### src/rtl/mem_req_sequencer_if.sv
// Bundle of every client-side and mem_top-side handshake/bus signal of the
// request sequencer. "master" is the sequencer's own view; "slave" is the
// view of whatever sits around it (client plus mem_top, or a testbench).
interface mem_req_sequencer_if;
    // client request channel
    logic        req_valid;
    logic        req_ready;
    logic        req_write;
    logic [23:0] req_addr;
    logic [1:0]  req_src;
    // client write-payload stream
    logic        wdata_valid;
    logic        wdata_ready;
    logic [7:0]  wdata;
    // client read-payload stream
    logic        rdata_valid;
    logic        rdata_ready;
    logic [7:0]  rdata;
    // completion report
    logic        done;
    logic        done_err;
    // mem_top inbound bus (DATA_IN / VALID_IN / READY_IN)
    logic [7:0]  tx_data;
    logic        tx_valid;
    logic        tx_ready;
    // mem_top outbound bus (DATA / VALID / READY)
    logic [7:0]  rx_data;
    logic        rx_valid;
    logic        rx_ready;
    // mem_top ack channel (ACK_VALID / ACK_READY / MODULE_SOURCE_ID)
    logic        ack_valid;
    logic        ack_ready;
    logic [1:0]  ack_src;

    modport master (
        input  req_valid, req_write, req_addr, req_src,
        output req_ready,
        input  wdata_valid, wdata,
        output wdata_ready,
        output rdata_valid, rdata,
        input  rdata_ready,
        output done, done_err,
        output tx_data, tx_valid,
        input  tx_ready,
        input  rx_data, rx_valid,
        output rx_ready,
        input  ack_valid, ack_src,
        output ack_ready
    );

    modport slave (
        output req_valid, req_write, req_addr, req_src,
        input  req_ready,
        output wdata_valid, wdata,
        input  wdata_ready,
        input  rdata_valid, rdata,
        output rdata_ready,
        input  done, done_err,
        input  tx_data, tx_valid,
        output tx_ready,
        output rx_data, rx_valid,
        input  rx_ready,
        output ack_valid, ack_src,
        input  ack_ready
    );
endinterface

### src/rtl/mem_req_sequencer.sv
// Upstream request sequencer for mem_top: takes one client request, sends a
// header + 3 address bytes (+ payload for writes) on the tx bus, passes read
// payload from rx through to the client, then waits for the ack and pulses
// done / done_err. Read-data and ack waits are guarded by an idle timeout.
module mem_req_sequencer #(
    parameter int BLOCK_BYTES    = 32,
    parameter int TIMEOUT_CYCLES = 4096
) (
    input  logic                 clk,
    input  logic                 rst_n,
    mem_req_sequencer_if.master  bus
);

    localparam logic [7:0]  BLOCK_LAST    = 8'(BLOCK_BYTES);
    localparam logic [15:0] TIMEOUT_LIMIT = 16'(TIMEOUT_CYCLES);

    typedef enum logic [2:0] {
        S_IDLE,
        S_HDR,
        S_ADDR,
        S_WDATA,
        S_RDATA,
        S_ACK,
        S_DONE
    } state_t;

    state_t      state_reg, state_next;
    logic        write_reg;
    logic [23:0] addr_reg;
    logic [1:0]  src_reg;
    logic [7:0]  byte_cnt_reg, byte_cnt_next;
    logic [15:0] timer_reg, timer_next;
    logic        err_reg, err_next;

    logic        tx_fire;
    logic        rx_fire;
    logic [7:0]  byte_cnt_inc;
    logic [15:0] timer_inc;
    logic [7:0]  addr_bytes [0:2];

    // Address bytes in wire order: most significant first.
    genvar gi;
    generate
        for (gi = 0; gi < 3; gi++) begin : g_addr_byte
            assign addr_bytes[gi] = addr_reg[23 - 8*gi -: 8];
        end
    endgenerate

    assign tx_fire      = bus.tx_valid && bus.tx_ready;
    assign rx_fire      = bus.rx_valid && bus.rx_ready;
    assign byte_cnt_inc = byte_cnt_reg + 8'd1;
    assign timer_inc    = timer_reg + 16'd1;

    // State register; reset aborts any transaction without a done pulse.
    always_ff @(posedge clk) begin
        if (!rst_n) begin
            state_reg <= S_IDLE;
        end else begin
            state_reg <= state_next;
        end
    end

    // Next state plus next values of byte counter, idle timer and error flag.
    always_comb begin
        state_next = state_reg;
        err_next   = err_reg;
        case (state_reg)
            S_IDLE: begin
                if (bus.req_valid) begin
                    state_next = S_HDR;
                    err_next   = 1'b0;
                end
            end
            S_HDR: begin
                if (tx_fire) state_next = S_ADDR;
            end
            S_ADDR: begin
                if (tx_fire && byte_cnt_reg[1:0] == 2'd2)
                    state_next = write_reg ? S_WDATA : S_RDATA;
            end
            S_WDATA: begin
                if (tx_fire && byte_cnt_inc == BLOCK_LAST) state_next = S_ACK;
            end
            S_RDATA: begin
                if (rx_fire) begin
                    if (byte_cnt_inc == BLOCK_LAST) state_next = S_ACK;
                end else if (timer_inc == TIMEOUT_LIMIT) begin
                    state_next = S_DONE;
                    err_next   = 1'b1;
                end
            end
            S_ACK: begin
                // A real ack wins over a timeout landing in the same cycle.
                if (bus.ack_valid) begin
                    state_next = S_DONE;
                    err_next   = (bus.ack_src != src_reg);
                end else if (timer_inc == TIMEOUT_LIMIT) begin
                    state_next = S_DONE;
                    err_next   = 1'b1;
                end
            end
            S_DONE: begin
                state_next = S_IDLE;
            end
            default: begin
                state_next = S_IDLE;
            end
        endcase

        // Byte counter restarts on every state change so ADDR and the
        // payload phases each count from zero.
        if (state_next != state_reg) begin
            byte_cnt_next = 8'd0;
        end else if (tx_fire || rx_fire) begin
            byte_cnt_next = byte_cnt_inc;
        end else begin
            byte_cnt_next = byte_cnt_reg;
        end

        // Idle timer only runs while waiting on mem_top (read data or ack).
        if (state_next != state_reg || rx_fire) begin
            timer_next = 16'd0;
        end else if (state_reg == S_RDATA || state_reg == S_ACK) begin
            timer_next = timer_inc;
        end else begin
            timer_next = 16'd0;
        end
    end

    // Request fields latched at accept; counters and error flag advance.
    always_ff @(posedge clk) begin
        if (!rst_n) begin
            write_reg    <= 1'b0;
            addr_reg     <= 24'd0;
            src_reg      <= 2'd0;
            byte_cnt_reg <= 8'd0;
            timer_reg    <= 16'd0;
            err_reg      <= 1'b0;
        end else begin
            if (state_reg == S_IDLE && bus.req_valid) begin
                write_reg <= bus.req_write;
                addr_reg  <= bus.req_addr;
                src_reg   <= bus.req_src;
            end
            byte_cnt_reg <= byte_cnt_next;
            timer_reg    <= timer_next;
            err_reg      <= err_next;
        end
    end

    // Handshake and data outputs; every output idles at 0 outside its state.
    always_comb begin
        bus.req_ready   = 1'b0;
        bus.tx_valid    = 1'b0;
        bus.tx_data     = 8'd0;
        bus.wdata_ready = 1'b0;
        bus.rdata_valid = 1'b0;
        bus.rdata       = 8'd0;
        bus.rx_ready    = 1'b0;
        bus.ack_ready   = 1'b0;
        bus.done        = 1'b0;
        bus.done_err    = 1'b0;
        case (state_reg)
            S_IDLE: begin
                bus.req_ready = 1'b1;
            end
            S_HDR: begin
                bus.tx_valid = 1'b1;
                bus.tx_data  = {write_reg, 1'b0, src_reg, 4'b0000};
            end
            S_ADDR: begin
                bus.tx_valid = 1'b1;
                case (byte_cnt_reg[1:0])
                    2'd0:    bus.tx_data = addr_bytes[0];
                    2'd1:    bus.tx_data = addr_bytes[1];
                    default: bus.tx_data = addr_bytes[2];
                endcase
            end
            S_WDATA: begin
                bus.tx_valid    = bus.wdata_valid;
                bus.tx_data     = bus.wdata_valid ? bus.wdata : 8'd0;
                bus.wdata_ready = bus.tx_ready;
            end
            S_RDATA: begin
                bus.rdata_valid = bus.rx_valid;
                bus.rdata       = bus.rx_data;
                bus.rx_ready    = bus.rdata_ready;
            end
            S_ACK: begin
                bus.ack_ready = 1'b1;
            end
            S_DONE: begin
                bus.done     = 1'b1;
                bus.done_err = err_reg;
            end
            default: begin
                bus.req_ready = 1'b0;
            end
        endcase
    end

endmodule

### src/flat_wrapper.sv
// flat-port wrapper written by rule: the top's interface ports become plain ports
module mem_req_sequencer_flat 
#(
    parameter int BLOCK_BYTES    = 32,
    parameter int TIMEOUT_CYCLES = 4096
)
  (clk, rst_n, bus_req_valid, bus_req_write, bus_req_addr, bus_req_src, bus_req_ready, bus_wdata_valid, bus_wdata, bus_wdata_ready, bus_rdata_valid, bus_rdata, bus_rdata_ready, bus_done, bus_done_err, bus_tx_data, bus_tx_valid, bus_tx_ready, bus_rx_data, bus_rx_valid, bus_rx_ready, bus_ack_valid, bus_ack_src, bus_ack_ready);
  mem_req_sequencer_if bus_i ();
  input  logic clk;
  input  logic rst_n;
  input wire logic [$bits(bus_i.req_valid)-1:0] bus_req_valid;
  input wire logic [$bits(bus_i.req_write)-1:0] bus_req_write;
  input wire logic [$bits(bus_i.req_addr)-1:0] bus_req_addr;
  input wire logic [$bits(bus_i.req_src)-1:0] bus_req_src;
  output wire logic [$bits(bus_i.req_ready)-1:0] bus_req_ready;
  input wire logic [$bits(bus_i.wdata_valid)-1:0] bus_wdata_valid;
  input wire logic [$bits(bus_i.wdata)-1:0] bus_wdata;
  output wire logic [$bits(bus_i.wdata_ready)-1:0] bus_wdata_ready;
  output wire logic [$bits(bus_i.rdata_valid)-1:0] bus_rdata_valid;
  output wire logic [$bits(bus_i.rdata)-1:0] bus_rdata;
  input wire logic [$bits(bus_i.rdata_ready)-1:0] bus_rdata_ready;
  output wire logic [$bits(bus_i.done)-1:0] bus_done;
  output wire logic [$bits(bus_i.done_err)-1:0] bus_done_err;
  output wire logic [$bits(bus_i.tx_data)-1:0] bus_tx_data;
  output wire logic [$bits(bus_i.tx_valid)-1:0] bus_tx_valid;
  input wire logic [$bits(bus_i.tx_ready)-1:0] bus_tx_ready;
  input wire logic [$bits(bus_i.rx_data)-1:0] bus_rx_data;
  input wire logic [$bits(bus_i.rx_valid)-1:0] bus_rx_valid;
  output wire logic [$bits(bus_i.rx_ready)-1:0] bus_rx_ready;
  input wire logic [$bits(bus_i.ack_valid)-1:0] bus_ack_valid;
  input wire logic [$bits(bus_i.ack_src)-1:0] bus_ack_src;
  output wire logic [$bits(bus_i.ack_ready)-1:0] bus_ack_ready;
  assign bus_i.req_valid = bus_req_valid;
  assign bus_i.req_write = bus_req_write;
  assign bus_i.req_addr = bus_req_addr;
  assign bus_i.req_src = bus_req_src;
  assign bus_req_ready = bus_i.req_ready;
  assign bus_i.wdata_valid = bus_wdata_valid;
  assign bus_i.wdata = bus_wdata;
  assign bus_wdata_ready = bus_i.wdata_ready;
  assign bus_rdata_valid = bus_i.rdata_valid;
  assign bus_rdata = bus_i.rdata;
  assign bus_i.rdata_ready = bus_rdata_ready;
  assign bus_done = bus_i.done;
  assign bus_done_err = bus_i.done_err;
  assign bus_tx_data = bus_i.tx_data;
  assign bus_tx_valid = bus_i.tx_valid;
  assign bus_i.tx_ready = bus_tx_ready;
  assign bus_i.rx_data = bus_rx_data;
  assign bus_i.rx_valid = bus_rx_valid;
  assign bus_rx_ready = bus_i.rx_ready;
  assign bus_i.ack_valid = bus_ack_valid;
  assign bus_i.ack_src = bus_ack_src;
  assign bus_ack_ready = bus_i.ack_ready;
  mem_req_sequencer #(.BLOCK_BYTES(BLOCK_BYTES), .TIMEOUT_CYCLES(TIMEOUT_CYCLES)) u_core (.clk(clk), .rst_n(rst_n), .bus(bus_i));
endmodule
### config.mk
export PLATFORM = sky130hd
export DESIGN_NAME = mem_req_sequencer_flat
export DESIGN_NICKNAME = d
export VERILOG_FILES = /design/src/rtl/mem_req_sequencer_if.sv /design/src/rtl/mem_req_sequencer.sv /design/src/flat_wrapper.sv
export SDC_FILE = /design/constraint.sdc
export NUM_CORES = 1
export LEC_CHECK = 0
export ABC_AREA = 1
export CAP_MARGIN = 0
export CELL_PAD_IN_SITES_DETAIL_PLACEMENT = 0
export CELL_PAD_IN_SITES_GLOBAL_PLACEMENT = 1
export CORE_ASPECT_RATIO = 1.25
export CORE_MARGIN = 3
export CORE_UTILIZATION = 31
export DETAILED_ROUTE_END_ITERATION = 10
export PLACE_DENSITY_LB_ADDON = 0.12
export SETUP_SLACK_MARGIN = 0.5
export SYNTH_ARGS = -nofsm -noshare
export SYNTH_HDL_FRONTEND = slang
export SYNTH_SLANG_ARGS = --single-unit
### constraint.sdc
create_clock -name clk -period 1.96 [get_ports clk]
set_input_delay 0.588 -clock clk [delete_from_list [all_inputs] [get_ports clk]]
set_output_delay 0.588 -clock clk [all_outputs]
set_load 0.01 [all_outputs]
* Word-level counts from Yosys, hierarchy flattened *
Cells that the tools add are included.

word-level totals
  register bits after elaboration = 55
  bits of input ports = 53
  output and inout port bits = 24
  logic and storage cells = 67

operators by class
  $add $sub $neg = 2
  equality and inequality tests = 14
  multiplexer cells = 27
  bitwise operators = 2
  reductions and logical operators = 15

operators by type and width
  kind                                                                count
  3-bit 2-to-1 mux                                                    9
  8-bit case mux with 3 select lines                                  1
  3-bit case mux with 6 select lines                                  1
  16-bit by 1-bit adder with 16-bit output (second input constant)    1
  16-bit by 13-bit == test with 1-bit output (second input constant)  1
  8-bit 2-to-1 mux                                                    2
  8-bit case mux with 2 select lines                                  1
  1-bit 2-to-1 mux                                                    11
  3-bit == test (second input constant)                               3
  8-bit by 1-bit adder with 8-bit output (second input constant)      1
  8-bit by 6-bit == test with 1-bit output (second input constant)    1
  3-bit by 2-bit == test with 1-bit output (second input constant)    2
  1-bit logical AND                                                   5
  2-bit inequality test (second input constant)                       2
  2-bit OR reduction                                                  2
  3-bit by 1-bit == test with 1-bit output (second input constant)    1
  3-bit zero test                                                     1
  1-bit logical OR                                                    3
  3-bit inequality test                                               1
  1-bit case mux with 3 select lines                                  1
  3-bit AND reduction                                                 1
  3-bit nonzero test                                                  1
  3-bit OR reduction                                                  1
  2-bit by 1-bit == test with 1-bit output (second input constant)    1
  5 further kinds                                                     6

* Depth between registers and ports, before layout *
  word-level depth = 10
  gate-level depth with buffers = 17

* Worst setup path after synthesis *
OpenSTA, ideal clock, no wires.

  path kind = flip-flop to flip-flop
  start point = register u_core.timer_reg[0]
  end point = register u_core.timer_reg[6]
  library setup time = 0.062 ns
  data arrival time = 2.089 ns
  required time = 1.898 ns
  setup slack = -0.191 ns
  cell stages (with the launch flop) = 18
  path buffers = 1
  clock period less this slack = 2.151 ns
  path through = dfxtp_1 -> ha_1 -> nand3_2 -> clkinv_1 -> nand2_1 -> nand2_1 -> nand2_1 -> nand2_1 -> nor2_1 -> nand3_1 -> nor2_2 -> o21ai_1 -> nand2_1 -> nand2_1 -> nand2_1 -> nand4_4 -> buf_6 -> nor2_2

on the way
  cells in the longest elaborated chain, start to end = 8
  elaborated cells between the ends (all ways) = 9
  those cells by class = 1 x add/sub; 2 x eq/ne; 4 x mux; 2 x reduce/logical

RTL lines
  item                                          line                                              source
  start, declared                               mem_req_sequencer.sv:32                           logic [15:0] timer_reg, timer_next;
  start signal, assigned                        mem_req_sequencer.sv:146                          timer_reg <= timer_next;
  16-bit by 1-bit adder with 16-bit output (*)  mem_req_sequencer.sv:52                           assign timer_inc = timer_reg + 16'd1;
  16-bit by 13-bit == test with 1-bit output    mem_req_sequencer.sv:87, mem_req_sequencer.sv:97
  3-bit 2-to-1 mux                              mem_req_sequencer.sv:87, mem_req_sequencer.sv:97
  3-bit 2-to-1 mux (on tied branches)           mem_req_sequencer.sv:94, mem_req_sequencer.sv:85
  3-bit case mux with 6 select lines            mem_req_sequencer.sv:67                           case (state_reg)
  3-bit inequality test                         mem_req_sequencer.sv:121                          if (state_next != state_reg || rx_fire) begin
  1-bit logical OR                              mem_req_sequencer.sv:121
  3-bit OR reduction (no line)                  n/a

Mark *: on every way between the ends. The rest lies on a longest branch, timed or not.
A chain may end at the register's enable or synchronous reset.

* Worst setup path in the final report *
  start point = register u_core.byte_cnt_reg[0]
  end point = output bus_tx_data[2]

on the way
  cells in the longest elaborated chain, start to end = 3
  elaborated cells between the ends (all ways) = 4
  those cells by class = 1 x eq/ne; 2 x mux; 1 x reduce/logical

RTL lines
  item                                                                         line                      source
  start, declared                                                              mem_req_sequencer.sv:31   logic [7:0] byte_cnt_reg, byte_cnt_next;
  start signal, assigned                                                       mem_req_sequencer.sv:145  byte_cnt_reg <= byte_cnt_next;
  2-bit by 1-bit == test with 1-bit output or 2-bit zero test (tied branches)  mem_req_sequencer.sv:173  case (byte_cnt_reg[1:0])
  8-bit case mux with 2 select lines (*)                                       mem_req_sequencer.sv:173
  8-bit case mux with 3 select lines (*)                                       mem_req_sequencer.sv:163  case (state_reg)
  end, declared                                                                flat_wrapper.sv:24        output wire logic [$bits(bus_i.tx_data)-1:0] bus_tx_data;

Marked as above.

==> impl_metrics.ini <==
[run_status]
status = finished with violations
violations = setup timing

[timing]
rsz0062_at_grt = yes
timing.final.crit_share = 1.13
fin_skew_ps = 7.60
max_freq_ghz = 0.450
finalSetupViolCount = 46
fin_ws_ps = -265
hold_viol_final = 0
worst_slew_pin_slew_ps = 419
finalCriticalPeriod_ps = 2220
timing.hold.ws_ps = 454
slew_headroom = 0.721
slew_viol_final = 0

[placement]
dp.final_hpwl_um = 7310
dp.cells = 755
io_buffers = 76
gp_congestion = 0.782

[flow_run]
drv_cap = 0

[final_layout]
instances_no_fill = 796
fin_nets = 728
largest_reg_flops = 24
fill_cells = 851
final_layout_size_suffix_gt1_frac = 0.467
multi_input_comb_area_mm2 = 0.00239
regArea_mm2 = 0.00113
antennaDiodeCount = 0
area_delta_synth_final_pct = 89.7

[floorplanning]
fp.dieW_um = 96.3
coreArea_mm2 = 0.00976
io_pins = 77
die_area_mm2 = 0.0114
fp.dieH_um = 119
start_util = 0.323
num_rows = 40

[synthesis]
ys_types = 33
synth_top_cell_area_share = 0.349
yosys_most_used_dff = dfxtp_1
async_flop_share = 0
syn_area_per_cell_um2 = 6.48
ys_warn_count = 0
synth_area_mm2 = 0.00316
yosysMostFrequentCell = nand2_1
yosysTopAreaCell = dfxtp_1
ys_ff_latch = 55
synth_area_leaders = dfxtp_1, nand2_1, inv_1, nor2_1, o21ai_0
syn_nets = 546
synth_edf_count = 0
synth_cells = 487
synthTopCellsByCount = nand2_1, inv_1, nor2_1
synth_seq_area_share = 0.349

[power]
p_int_w = 0.00204
p_sw_frac = 0.295
powerDensity_mw_per_mm2 = 484
total_leakage_power_nw = 2.50
p_seq_frac = 0.418
switchingPower_w = 0.000856
p_comb_frac = 0.263
power_w = 0.00290
pwr-share-clk = 0.318
max-vdd-ir-drop_mv = 0.317

[clock_tree]
htree_levels = 2
cts_tree = built
cts_buffers = 5
clockBufferDepth = 2
cts_sinks = 55
root_buffer = clkbuf_16
path_clk_slew_ps = 70
clkLatencyLatePin_ps = 300

[routing]
ant_nets = 0
drt_iter0_drc = 175
viasPerCell = 4.66
wirelength_um = 10600
drc_errors = 0
dr.pass1.iters = 4
wl_per_cell_um = 13.4
vias = 3709

[global_route]
grt_overflow = 0
grt_max_degree = 32
antenna_found_initial = 0
grt_pass1_vias = 3464
grt.total_usage = 0.180
grt_pass1_wl_um = 16200

[worst_setup_path]
cp.required_ps = 1370
end_kind = primary output
start_kind = register
crit_fanout = 7
criticalPathCategory = register to primary output
crit_arrival_ps = 1640

[hold_path]
hold_path.class = register to register
-- area by class of cell --
cell class,count,area share
Multi-Input combinational cell,339,0.400
Inverter,82,0.0573
Clock buffer,5,0.0209
Tap cell,126,0.0263
Sequential cell,55,0.190
Timing Repair Buffer,186,0.302
Clock inverter,3,0.00376
-- per-layer routing --
layer | global-route usage | routed length [um] | vias up | part of all wire
met4 | 0.0472 | 184 | 0 | 0.017
met2 | 0.313 | 5740 | 58 | 0.54
met5 | 0 | 0 | - | 0
met3 | 0.0278 | 323 | 12 | 0.030
li1 | - | - | 1923 | -
met1 | 0.225 | 4390 | 1716 | 0.41
-- critical path: stages, from the launching register on --
cell	delay, ps
dfxtp_4	400
buf_6	120
ha_4	150
clkinv_8	80
nand2_8	100
buf_6	120
nor2_1	40
o21ai_1	120
nand2_1	80
buf_6	120
-- final timing paths --
kind                                                           to  slack [ps]  cells past startpoint                                 from
worst min-delay path            u_core.addr_bytes[6]$_SDFFE_PN0P_         450                      2    u_core.addr_bytes[6]$_SDFFE_PN0P_
worst max register to register     u_core.timer_reg[9]$_SDFF_PP0_        -250                     16       u_core.timer_reg[0]$_SDFF_PP0_
worst min register to register  u_core.addr_bytes[6]$_SDFFE_PN0P_         450                      2    u_core.addr_bytes[6]$_SDFFE_PN0P_
worst max-delay path                               bus_tx_data[2]        -260                      9  u_core.byte_cnt_reg[0]$_SDFFE_PP0P_
-- power groups by stage --
stage          sequential, W  clock [W]  combinational (W)
4_1_cts              0.00122   0.000968           0.000636
5_1_grt              0.00122    0.00100           0.000829
6_report             0.00121   0.000923           0.000764
2_1_floorplan        0.00124          0           0.000258
3_3_place_gp         0.00124          0           0.000512
3_5_place_dp         0.00124          0           0.000518
-- kinds of logic (layout without fill, tap and decap cells) --
kind of cell	after synthesis	in the layout	synth area share
flip-flops	55	55	0.349
adder cells (fa/ha/maj)	6	6	0.0238
multiplexers	1	1	0.00317
AO/OA/AOI/OAI	97	97	0.168
buffers and inverters	93	276	0.113
AND/OR/NAND/NOR	228	228	0.324
XOR/XNOR	7	7	0.0194
-- layout by cell type (no fill, tap or decap), types with 3 or more instances in the layout --
master           count
a21oi_1             30
buf_2                9
clkbuf_16            7
nand3_1             10
nand2_2             17
ha_4                 4
dfxtp_1             44
nor2_1              24
o21ai_0              8
buf_8                3
o21ai_2             24
buf_6               36
o21bai_1             3
dfxtp_4              8
clkdlybuf4s50_1     51
inv_2                8
nand2_1             74
buf_4               76
o21ai_1             16
dfxtp_2              3
xnor2_1              3
o211ai_1             3
nand3_4              5
buf_12               6
nand4_1             11
inv_1               67
nor2_4              33
nor2_2              30
inv_4                4
o22ai_2              6
nand3_2              9
nand2_4              6
-- through the flow --
step	instance area [um2]	setup TNS, ps	setup slack, ps	util
floorplan	3330	-46.3	-4.75	-
global placement	4800	-21070	-593	0.492
detailed placement	4800	-21460	-603	0.492
CTS	5410	-7490	-232	0.554
global route	5990	-14100	-412	0.614
finish	5990	-8660	-265	0.614
-- what timing repair did --
action                                  4_1_cts  5_1_grt
resized for setup                           224      120
pin swaps                                    23       36
endpoints found under the setup margin       79       79
endpoints found under the hold margin         0        0
gates cloned                                  2        3
hold buffers                                  0        0
setup buffers                                12       16
No activity file was read; power rests on OpenSTA's default activity.
